[config.mk]
export PLATFORM = sky130hd
export DESIGN_NAME = hash_msg_feeder
export DESIGN_NICKNAME = d
export VERILOG_FILES = /design/src/rtl/hash_msg_feeder.sv
export SDC_FILE = /design/constraint.sdc
export NUM_CORES = 1
export LEC_CHECK = 0
export BUFFER_PORTS_ARGS = -buffer_cell sky130_fd_sc_hd__buf_4
export CAP_MARGIN = 25
export CORE_MARGIN = 4
export CORE_UTILIZATION = 55
export DETAILED_ROUTE_END_ITERATION = 7
export GPL_ROUTABILITY_DRIVEN = 0
export GPL_TIMING_DRIVEN = 0
export PLACE_DENSITY = 0.75
export SLEW_MARGIN = 20
export SYNTH_ARGS = -nofsm -noshare
export SYNTH_HDL_FRONTEND = slang
export SYNTH_SLANG_ARGS = --single-unit
[constraint.sdc]
create_clock -name clk -period 2.5 [get_ports clk]
set_clock_uncertainty 0.15 [all_clocks]
set_input_delay 0.375 -clock clk [delete_from_list [all_inputs] [get_ports clk]]
set_output_delay 0.375 -clock clk [all_outputs]
set_load 0.005 [all_outputs]
[src/rtl/hash_msg_feeder.sv]
// Message feeder for the DES-S-box hash core: buffers one host message, then replays
// it byte by byte at the core's cadence and waits for hash_ready before taking the next.
module hash_msg_feeder #(
  parameter int DEPTH       = 64,
  parameter int BYTE_PERIOD = 4,
  parameter int AW          = $clog2(DEPTH)
) (
  input  logic        clk,
  input  logic        rst,
  input  logic        in_valid,
  input  logic [7:0]  in_data,
  input  logic        in_last,
  output logic        in_ready,
  output logic [7:0]  msg_byte,
  output logic        msg_valid,
  output logic [63:0] msg_length,
  input  logic        hash_ready_i,
  output logic        busy,
  output logic        done,
  output logic        err_overflow
);

  localparam int            GW       = $clog2(BYTE_PERIOD);
  localparam logic [AW:0]   LEN_LAST = (AW+1)'(DEPTH - 1);
  localparam logic [GW-1:0] GAP_INIT = GW'(BYTE_PERIOD - 2);

  typedef enum logic [2:0] {LOAD, DRAIN, FEED, GAP, WAIT_DIGEST} state_t;

  state_t        state_q, state_d;
  logic [7:0]    mem [DEPTH];
  logic [AW-1:0] wr_ptr_q, wr_ptr_d;
  logic [AW:0]   rd_ptr_q, rd_ptr_d;
  logic [AW:0]   len_q, len_d;
  logic [GW-1:0] gap_q, gap_d;
  logic [7:0]    msg_byte_q, msg_byte_d;
  logic          msg_valid_q, msg_valid_d;
  logic [63:0]   msg_length_q, msg_length_d;
  logic          busy_q, busy_d;
  logic          done_q, done_d;
  logic          err_q, err_d;
  logic          accept;
  logic          mem_we;

  // in_ready is forced low during reset even though the state register already reads LOAD.
  assign in_ready = ~rst & ((state_q == LOAD) | (state_q == DRAIN));
  assign accept   = in_valid & in_ready;

  always_ff @(posedge clk or posedge rst) begin
    if (rst) state_q <= LOAD;
    else     state_q <= state_d;
  end

  always_comb begin
    state_d = state_q;
    case (state_q)
      LOAD: begin
        if (accept) begin
          if (in_last)                state_d = FEED;
          else if (len_q == LEN_LAST) state_d = DRAIN;
        end
      end
      DRAIN:       if (accept && in_last) state_d = LOAD;
      FEED:        state_d = GAP;
      GAP:         if (gap_q == '0) state_d = (rd_ptr_q == len_q) ? WAIT_DIGEST : FEED;
      WAIT_DIGEST: if (hash_ready_i) state_d = LOAD;
      default:     state_d = LOAD;
    endcase
  end

  always_comb begin
    wr_ptr_d     = wr_ptr_q;
    rd_ptr_d     = rd_ptr_q;
    len_d        = len_q;
    gap_d        = gap_q;
    msg_byte_d   = msg_byte_q;
    msg_valid_d  = 1'b0;
    msg_length_d = msg_length_q;
    done_d       = 1'b0;
    err_d        = err_q;
    mem_we       = 1'b0;
    case (state_q)
      LOAD: begin
        if (accept) begin
          mem_we   = 1'b1;
          wr_ptr_d = wr_ptr_q + AW'(1);
          len_d    = len_q + (AW+1)'(1);
          if (in_last)                msg_length_d = 64'(len_q) + 64'd1;
          else if (len_q == LEN_LAST) err_d = 1'b1;
        end
      end
      DRAIN: begin
        if (accept && in_last) begin
          wr_ptr_d = '0;
          rd_ptr_d = '0;
          len_d    = '0;
        end
      end
      FEED: begin
        msg_byte_d  = mem[rd_ptr_q[AW-1:0]];
        msg_valid_d = 1'b1;
        rd_ptr_d    = rd_ptr_q + (AW+1)'(1);
        gap_d       = GAP_INIT;
      end
      GAP: if (gap_q != '0) gap_d = gap_q - GW'(1);
      WAIT_DIGEST: begin
        if (hash_ready_i) begin
          done_d   = 1'b1;
          wr_ptr_d = '0;
          rd_ptr_d = '0;
          len_d    = '0;
        end
      end
      default: ;
    endcase
    busy_d = (state_d != LOAD);
  end

  always_ff @(posedge clk or posedge rst) begin
    if (rst) begin
      wr_ptr_q     <= '0;
      rd_ptr_q     <= '0;
      len_q        <= '0;
      gap_q        <= '0;
      msg_byte_q   <= '0;
      msg_valid_q  <= 1'b0;
      msg_length_q <= '0;
      busy_q       <= 1'b0;
      done_q       <= 1'b0;
      err_q        <= 1'b0;
    end else begin
      wr_ptr_q     <= wr_ptr_d;
      rd_ptr_q     <= rd_ptr_d;
      len_q        <= len_d;
      gap_q        <= gap_d;
      msg_byte_q   <= msg_byte_d;
      msg_valid_q  <= msg_valid_d;
      msg_length_q <= msg_length_d;
      busy_q       <= busy_d;
      done_q       <= done_d;
      err_q        <= err_d;
    end
  end

  // Buffer contents are never reset; only the pointers define what is valid.
  always_ff @(posedge clk) begin
    if (mem_we) mem[wr_ptr_q] <= in_data;
  end

  assign msg_byte     = msg_byte_q;
  assign msg_valid    = msg_valid_q;
  assign msg_length   = msg_length_q;
  assign busy         = busy_q;
  assign done         = done_q;
  assign err_overflow = err_q;

endmodule

==> results.yml, run 1 <==
flow_run:
  maxCapViolCount: 0
grt:
  antenna_found_initial: 1
  grt_usage: 0.2715
  grt_overflow_total: 0
  grt_max_degree: 65
  grt_pass1_wl_um: 87220
  grt_pass1_vias: 12740
synth:
  synth-edff-count: 512
  ys_types: 63
  synth_top_cell_area_share: 0.6794
  synthArstFlopShare: 0.08079
  ys_seq_area_frac: 0.7292
  yosys_most_used_dff: "edfxtp_1"
  syn_avg_cell_area_um2: 18.55
  netlist_instances: 1220
  synth.area.top_cells: "edfxtp_1 68%, mux4_2 9.7%, dfrtp_1 5.0%"
  ys_warn_count: 0
  ys_ff_latch: 557
  syn_area_um2: 22630
  synth_top_cell_by_area: "edfxtp_1"
worst_setup_path:
  cp.required_ps: 2900
  start_kind: "flop"
  rrSetupSlack_ps: -140
  max_stage_delay_ps: 570
  crit_slowest_cell: "a311oi_1"
  r2r_cells: 9
  end_kind: "flop"
  worstReg2RegEnd: "msg_byte[6]$_DFFE_PP0P_"
  crit_chain: "buf_12 -> buf_12 -> buf_16 -> buf_12 -> mux2i_1 -> o41ai_1 -> a31oi_1 -> a311oi_1 -> o32a_1"
  crit-reg2reg-launch: "rd_ptr_q[1]$_DFFE_PP0P_"
  worstPathMaxFanout: 10
  crit_type: "reg -> reg"
  crit_path_frequent_cell: "buf_12"
  arrival_ps: 3040
die:
  die_h_um: 210.8
  fp.dieArea_um2: 44450
  num_io_pins: 90
  row_count: 74
  fp.dieW_um: 210.8
  core_um2: 40740
  start_util: 0.5555
timing:
  finalCritPeriodShare: 1.057
  relSlewSlack: 0.2943
  setup_viol: 70
  slew_violations: 0
  setup_slack_ps: -141.7
  finalHoldViolations: 0
  post-route-min-period_ps: 2642
  rsz0062_at_grt: "true"
  worstMarginPinSlew_ps: 1059
  fmax_ghz: 0.3785
status:
  status: "finished, violations left"
  violations: "negative setup slack"
clock_network:
  htreeDepth: 2
  clock-sinks: 557
  numCtsBuffers: 54
  clkTransAtPathRegs_ps: 60
  cts-root-buf: "clkbuf_16"
  cts_buffer_depth: 3
  clk-insertion-delay-late_ps: 610
  cts_tree: "built"
drt:
  drtIter0Drc: 2034
  firstDrtPassIters: 5
  post_drt_wl_per_cell_um: 31.26
  vias: 13280
  drc: 0
  wirelength_um: 63230
  ant_nets: 0
  avgViaCountPerCell: 6.565
final_layout:
  layout_common_cells: "512 x edfxtp_1, 131 x buf_4, 100 x mux4_2"
  area_delta_synth_final_pct: 22.75
  antennaDiodeCount: 0
  final_cells: 2023
  fillers: 2434
  utilization: 0.6818
  fin_nets: 1467
  mostFrequentLayoutCell: "edfxtp_1"
  drive_gt1_frac: 0.3602
pwr:
  power_density_nw_per_um2: 968.7
  pwr-share-comb: 0.324
  pwr-share-clk: 0.282
  p_leak_nw: 9.263
  vdd_ir_drop_max_mv: 0.6493
  p_sw_mw: 8.522
  p_int_mw: 18.39
  p_sw_frac: 0.3167
  pwr-share-seq: 0.394
hold_path:
  min_path_cells: 1
  hp-start: "in_data[6]"
  hold_class: "in -> reg"
  min_to: "mem[15][6]$_DFFE_PP_"
placement:
  placed_cells: 1841
  io_buffers: 33
  dp_hpwl_um: 35440
-- how the worst max path moves through the flow --
| stage | slack [ps] | startpoint | endpoint | cells past startpoint |
|---|---|---|---|---|
| final | -140 | rd_ptr_q[1]$_DFFE_PP0P_ | msg_byte[6]$_DFFE_PP0P_ | 9 |
| after global routing | -160 | rd_ptr_q[4]$_DFFE_PP0P_ | msg_byte[1]$_DFFE_PP0P_ | 6 |
| after CTS | -80 | rd_ptr_q[0]$_DFFE_PP0P_ | msg_byte[1]$_DFFE_PP0P_ | 6 |
| after detailed placement | -1070 | state_q[1]$_DFF_PP0_ | mem[3][4]$_DFFE_PP_ | 5 |
| after global placement | -1020 | state_q[1]$_DFF_PP0_ | mem[46][7]$_DFFE_PP_ | 5 |
| after floorplan | 50 | state_q[1]$_DFF_PP0_ | mem[58][0]$_DFFE_PP_ | 5 |
-- cell type report --
type                            instances  area [µm²]  area share
Sequential cell                       557       16500      0.5942
Multi-Input combinational cell        588        6314      0.2273
Timing Repair Buffer                  122        1558     0.05608
Clock buffer                           69        1429     0.05144
Buffer                                117        1096     0.03946
Tap cell                              532       665.6     0.02396
Clock inverter                         28       172.7    0.006216
Inverter                               10       37.54    0.001351
-- repair_timing --
action,CTS,global route
pin swaps,44,22
hold buffers,3,0
hold endpoints to repair,22,0
cloned,0,2
resized for setup,234,51
setup endpoints to repair,527,343
buffers inserted,58,25
-- Yosys cell counts (5+ instances only) --
| cell | number |
|---|---|
| edfxtp_1 | 512 |
| mux4_2 | 97 |
| nor2_1 | 87 |
| buf_4 | 70 |
| dfrtp_1 | 45 |
| nand2_1 | 43 |
| mux2i_1 | 35 |
| o21ai_0 | 34 |
| nand3_1 | 23 |
| clkbuf_1 | 22 |
| a21oi_1 | 21 |
| mux2_2 | 21 |
| a22oi_1 | 19 |
| mux4_1 | 15 |
| buf_2 | 14 |
| a221oi_1 | 11 |
| nor2b_1 | 11 |
| xnor2_1 | 11 |
| a31oi_1 | 9 |
| inv_1 | 9 |
| buf_6 | 8 |
| or3_1 | 7 |
| and3_1 | 6 |
| nor3_1 | 6 |
| a22o_1 | 5 |
| o22ai_1 | 5 |
-- routing by layer --
metal	global-route usage	wire, µm	vias to the layer above
li1	-	-	5270
met4	0.1241	3284	0
met5	0	0	-
met2	0.4202	29590	1093
met3	0.06312	8309	213
met1	0.3749	22040	6704
-- sequential cells by signal (all words and copies together), names as in the netlist --
register,flops
msg_length,8
err_overflow,1
gap_q,2
rd_ptr_q,7
done,1
state_q,3
len_q,7
msg_byte,8
msg_valid,1
mem,512
wr_ptr_q,6
busy,1
-- critical path: cells and delay by family (launching register included) --
family	cells	cell delay, ps
buffers and inverters	4	620
AO/OA/AOI/OAI	4	1220
flip-flops	1	420
multiplexers	1	150
-- power by group through the flow --
stage	registers [mW]	clock network, mW	logic, mW
2_1_floorplan	10.7	0	4.45
3_3_place_gp	10.7	0	6.90
3_5_place_dp	10.7	0	6.99
4_1_cts	10.6	7.57	7.69
5_1_grt	10.6	8.04	8.89
6_report	10.6	7.60	8.71
-- stage by stage --
| step | hold slack [ps] | TNS [ps] | cell area, µm² | setup slack, ps | total power, mW |
|---|---|---|---|---|---|
| finish | 193.7 | -2583 | 27780 | -141.7 | 26.91 |
| global route | 224.9 | -2461 | 27780 | -156.5 | 27.55 |
| CTS | 194.5 | -178.9 | 27150 | -78.70 | 25.83 |
| detailed placement | 297.7 | -453580 | 23770 | -1070 | 17.74 |
| global placement | 301.8 | -419250 | 23750 | -1024 | 17.64 |
| floorplan | 309.0 | 0 | 22840 | 49.28 | 15.13 |
-- cells by family after synthesis --
group | count (synthesis) | synth area share
other | 1 | 0.0001657
flip-flops | 557 | 0.7292
XOR/XNOR | 13 | 0.005032
AND/OR/NAND/NOR | 210 | 0.04390
AO/OA/AOI/OAI | 137 | 0.04114
buffers and inverters | 130 | 0.03848
multiplexers | 168 | 0.1399
adder cells (fa/ha/maj) | 4 | 0.002212
(Power assumes the default switching activity.)
==> inputs of run 2 (changes only) <==
- GPL_TIMING_DRIVEN: 0 -> unset
==> results.yml, run 2 (synthesis gave the netlist of run 1 again) <==
timing:
  post-route-min-period_ps: 2478
  finalCritPeriodShare: 0.9913
  tns_ps: 0
  setup_viol: 0
  hold_ws_ps: 153.4
  fmax_ghz: 0.4035
  relSlewSlack: 0.4710
  worstMarginPinSlew_ps: 793.5
  finalHoldViolations: 0
  rsz0062_at_grt: "true"
  slew_violations: 0
drt:
  avgViaCountPerCell: 6.118
  wirelength_um: 51810
  post_drt_wl_per_cell_um: 26.19
  firstDrtPassIters: 6
  ant_nets: 0
  drc: 0
  vias: 12100
  drtIter0Drc: 1640
clock_network:
  clk-insertion-delay-late_ps: 600
  clock-sinks: 557
  cts-root-buf: "clkbuf_16"
  cts_tree: "built"
  clkTransAtPathRegs_ps: 60
  htreeDepth: 2
  cts_buffer_depth: 3
  numCtsBuffers: 53
die:
  row_count: 74
  fp.dieW_um: 210.8
  core_um2: 40740
  start_util: 0.5555
  fp.dieArea_um2: 44450
  die_h_um: 210.8
  num_io_pins: 90
final_layout:
  mostFrequentLayoutCell: "edfxtp_1"
  fin_nets: 1419
  layout_common_cells: "512 x edfxtp_1, 171 x buf_4, 97 x mux4_2"
  fillers: 2673
  utilization: 0.6423
  area_delta_synth_final_pct: 15.63
  multi_input_area_um2: 5532
  drive_gt1_frac: 0.2835
  antennaDiodeCount: 0
  top_register: "mem"
  regArea_um2: 16510
  largest_register_ffs: 512
  final_cells: 1978
pwr:
  totalPowerFinal_mw: 25.79
  vdd_ir_drop_max_mv: 0.6823
  p_leak_nw: 8.884
  power_density_nw_per_um2: 985.6
grt:
  grt_usage: 0.2327
  grt_overflow_total: 0
  grt_pass1_vias: 12100
  grt_max_degree: 65
  grt_pass1_wl_um: 77110
  antenna_found_initial: 0
hold_path:
  hold_class: "in -> async"
worst_setup_path:
  end_kind: "flop"
  max_stage_delay_ps: 530
  worstPathMaxFanout: 13
  critPathTopFamily: "flip-flops"
  path_buf_inv: 2
  cp.required_ps: 2820
  arrival_ps: 2800
  start_kind: "flop"
  crit_type: "reg -> reg"
  crit_slowest_cell: "dfrtp_4"
  rrSetupSlack_ps: 20
  crit_chain: "buf_4 -> clkbuf_16 -> mux4_2 -> o22ai_1 -> nor4_2 -> nor3_1 -> a21oi_1"
placement:
  placed_cells: 1871
  dp_hpwl_um: 31890
  io_buffers: 33
status:
  status: "completed"
flow_run:
  maxCapViolCount: 0
==> run 2: repair_timing <==
action	4_1_cts	5_1_grt
hold buffers	3	0
setup endpoints to repair	3	7
hold endpoints to repair	47	0
setup buffers	0	3
cloned	0	2
resized for setup	5	12
==> run 2: layout make-up <==
class / count / share of cell area
inverters: 10 / 0.001435
multi-input cells: 588 / 0.2114
repair buffers: 192 / 0.06460
clock buffers: 70 / 0.05351
flip-flops and latches: 557 / 0.6310
clock inverters: 29 / 0.01262
well taps: 532 / 0.02544
==> run 2: routing by layer <==
| layer | part of all wire | track usage |
|---|---|---|
| met1 | 0.41 | 0.3466 |
| met5 | 0 | 0 |
| met2 | 0.48 | 0.3605 |
| met4 | 0.027 | 0.07243 |
| met3 | 0.092 | 0.04025 |
==> run 2: path summary, 6_finish.rpt <==
path                                        endpoint  cells past startpoint                 startpoint
min in group clk                mem[21][6]$_DFFE_PP_                      1                 in_data[6]
max in group asynchronous    rd_ptr_q[0]$_DFFE_PP0P_                      4                        rst
min reg2reg                msg_length[2]$_DFFE_PP0P_                      2  msg_length[2]$_DFFE_PP0P_
max                          msg_byte[4]$_DFFE_PP0P_                      7    rd_ptr_q[0]$_DFFE_PP0P_
min                             len_q[2]$_DFFE_PP0P_                      3                        rst
max reg2reg                  msg_byte[4]$_DFFE_PP0P_                      7    rd_ptr_q[0]$_DFFE_PP0P_
==> run 2: where the power goes <==
| group | switching, mW | total, mW | leakage [nW] | internal [mW] |
|---|---|---|---|---|
| Sequential | 0.275 | 10.6 | 5.17 | 10.4 |
| Combinational | 3.67 | 7.10 | 2.87 | 3.43 |
| Clock | 3.37 | 8.04 | 0.845 | 4.67 |
==> run 2: worst reg2reg max path, delay by kind of cell, from the launching register on <==
family / cells / cell delay [ps]
AOI/OAI and AO/OA: 2 / 400
DFF: 1 / 530
and+or+nand+nor: 2 / 380
buffers and inverters: 2 / 390
muxes: 1 / 500
==> run 2: through the flow <==
stage | area (µm²) | setup slack (ps)
2_1_floorplan | 22840 | 49.28
3_3_place_gp | 24230 | -242.6
3_5_place_dp | 24230 | -233.5
4_1_cts | 26020 | 8.280
5_1_grt | 26170 | -16.05
6_report | 26170 | 21.74
==> inputs of run 3 (changes only) <==
- ABC_AREA: unset -> 1
- CORE_UTILIZATION: 55 -> 56
- PLACE_DENSITY: 0.75 -> 0.76
==> results.yml, run 3 <==
status:
  status: "finished, violations left"
  violations: "design-rule violations"
grt:
  grt_usage: 0.2586
  grt_overflow_total: 0
  grt_max_degree: 120
  antenna_found_initial: 0
  grt_pass1_wl_um: 94560
  grt_pass1_vias: 17020
pwr:
  p_int_mw: 17.22
  pwr-share-clk: 0.305
  p_sw_frac: 0.3339
  vdd_ir_drop_max_mv: 0.6455
  totalPowerFinal_mw: 25.84
  power_density_nw_per_um2: 927.9
  p_sw_mw: 8.628
  pwr-share-comb: 0.281
  pwr-share-seq: 0.415
  p_leak_nw: 11.65
timing:
  fmax_ghz: 0.4158
  setup_slack_ps: 95.17
  setup_viol: 0
  slew_violations: 0
  finalCritPeriodShare: 0.9619
  finalHoldViolations: 0
  rsz0062_at_grt: "true"
  worstMarginPinSlew_ps: 597.8
  relSlewSlack: 0.6004
  tns_ps: 0
  post-route-min-period_ps: 2405
  hold_ws_ps: 11.30
worst_setup_path:
  path_buf_inv: 5
  arrival_ps: 2550
  cp.required_ps: 2650
  worstReg2RegEnd: "mem[41][1]$_DFFE_PP_"
  crit_path_frequent_cell: "inv_2"
  crit_slowest_cell: "dfrtp_1"
  critPathTopFamily: "simple AND/OR/NAND/NOR gates"
  r2r_cells: 11
  crit_type: "reg -> reg"
  crit_end: "mem[41][1]$_DFFE_PP_"
  cp_num_cells: 11
  crit_chain: "inv_2 -> nand2_1 -> nor2_1 -> inv_2 -> nor2_4 -> inv_2 -> nor2_4 -> nand3_2 -> buf_4 -> nor2_2 -> buf_4"
  crit-reg2reg-launch: "state_q[2]$_DFF_PP0_"
  rrSetupSlack_ps: 100
  worstPathMaxFanout: 8
  max_stage_delay_ps: 440
  end_kind: "flop"
  cp-startpoint: "state_q[2]$_DFF_PP0_"
  start_kind: "flop"
synth:
  yosys_most_used_dff: "edfxtp_1"
  syn_area_um2: 24610
  synth_top_cell_by_area: "edfxtp_1"
  ys_warn_count: 0
  yosysMostFrequentCell: "nand2_1"
  ys_types: 38
  synth_top_cell_area_share: 0.6248
  synthArstFlopShare: 0.08079
  ys_seq_area_frac: 0.6706
  ys_ff_latch: 557
  synth.area.top_cells: "edfxtp_1 62%, nand2_1 12%, nand3_1 5.4%"
  yosys-top-cells-count: "769 x nand2_1, 512 x edfxtp_1, 270 x inv_1"
  syn_avg_cell_area_um2: 10.17
  netlist_instances: 2419
  synth-edff-count: 512
final_layout:
  area_delta_synth_final_pct: 13.19
  antennaDiodeCount: 0
  mostFrequentLayoutCell: "nand2_1"
  final_cells: 3158
  fin_nets: 2550
  utilization: 0.6438
  drive_gt1_frac: 0.1057
  design_area_um2: 27850
  layout_common_cells: "769 x nand2_1, 512 x edfxtp_1, 269 x inv_1"
  fillers: 3230
  largest_register_ffs: 512
  top_register: "mem"
die:
  start_util: 0.5687
  row_count: 76
  die_h_um: 217.6
  core_um2: 43270
  fp.dieW_um: 217.6
  fp.dieArea_um2: 47360
  num_io_pins: 90
drt:
  firstDrtPassIters: 8
  post_drt_wl_per_cell_um: 19.45
  vias: 17220
  wirelength_um: 61410
  avgViaCountPerCell: 5.453
  ant_nets: 0
  drc: 3
  drtIter0Drc: 2239
placement:
  dp_hpwl_um: 38580
  placed_cells: 3058
  io_buffers: 33
  place_area_um2: 26120
  place_ws_ps: -85.93
clock_network:
  numCtsBuffers: 54
  clk-insertion-delay-late_ps: 600
  cts-root-buf: "clkbuf_16"
  clock-sinks: 557
  htreeDepth: 2
  clkTransAtPathRegs_ps: 60
  cts_buffer_depth: 3
  cts_tree: "built"
hold_path:
  hold_class: "in -> reg"
flow_run:
  maxCapViolCount: 0
## run 3: worst min-delay path by stage
stage / startpoint / to / depth (start not counted)
after CTS: in_last / err_overflow$_DFFE_PP0P_ / 4
after detailed placement: rst / busy$_DFF_PP0_ / 2
after global routing: in_last / err_overflow$_DFFE_PP0P_ / 4
final: in_last / err_overflow$_DFFE_PP0P_ / 4
after global placement: rst / busy$_DFF_PP0_ / 2
after floorplan: err_overflow$_DFFE_PP0P_ / err_overflow$_DFFE_PP0P_ / 2
## run 3: timing repair
action / in CTS / in global routing
hold endpoints to repair: 47 / 0
cloned: 0 / 0
pin swaps: 0 / 1
endpoints found under the setup margin: 8 / 32
resized for setup: 1 / 4
hold buffers: 2 / 0
setup buffers: 0 / 2
## run 3: logic make-up after synthesis
group                      after synthesis  share of synthesized area
buffers and inverters                  443                    0.08491
adders and majority gates                4                   0.002034
and+or+nand+nor                       1308                     0.2173
other                                    1                  0.0001524
DFF                                    557                     0.6706
xor gates and xnor gates                13                   0.004627
AOI/OAI and AO/OA                       93                    0.02044
## run 3: cell type report
class | instances | area, µm² | share of cell area
sequential | 557 | 16510 | 0.5927
multi-input combinational | 1474 | 6243 | 0.2241
timing repair buffer | 166 | 1627 | 0.05840
clock buffer | 70 | 1453 | 0.05215
inverter | 280 | 1059 | 0.03800
tap | 585 | 732.0 | 0.02628
clock inverter | 26 | 232.7 | 0.008355
## run 3: power by group through the flow
stage / Combinational, mW / Clock (mW) / Sequential [mW]
after detailed placement: 7.03 / 0 / 10.9
after CTS: 7.12 / 7.93 / 10.7
after global routing: 7.97 / 8.35 / 10.7
final: 7.25 / 7.88 / 10.7
after floorplan: 4.91 / 0 / 10.8
after global placement: 6.94 / 0 / 10.9
## run 3: metal layers
layer / GRT usage / part of all wire / up-vias
li1: - / - / 7965
met1: 0.3459 / 0.38 / 8170
met3: 0.04013 / 0.097 / 168
met4: 0.1225 / 0.048 / 0
met2: 0.4199 / 0.47 / 916
met5: 0 / 0 / -
## run 3: tightest hold or removal path, delay by kind of cell
family                 cells  cell delay, ps
AND/OR/NAND/NOR            3             260
buffers and inverters      1              90
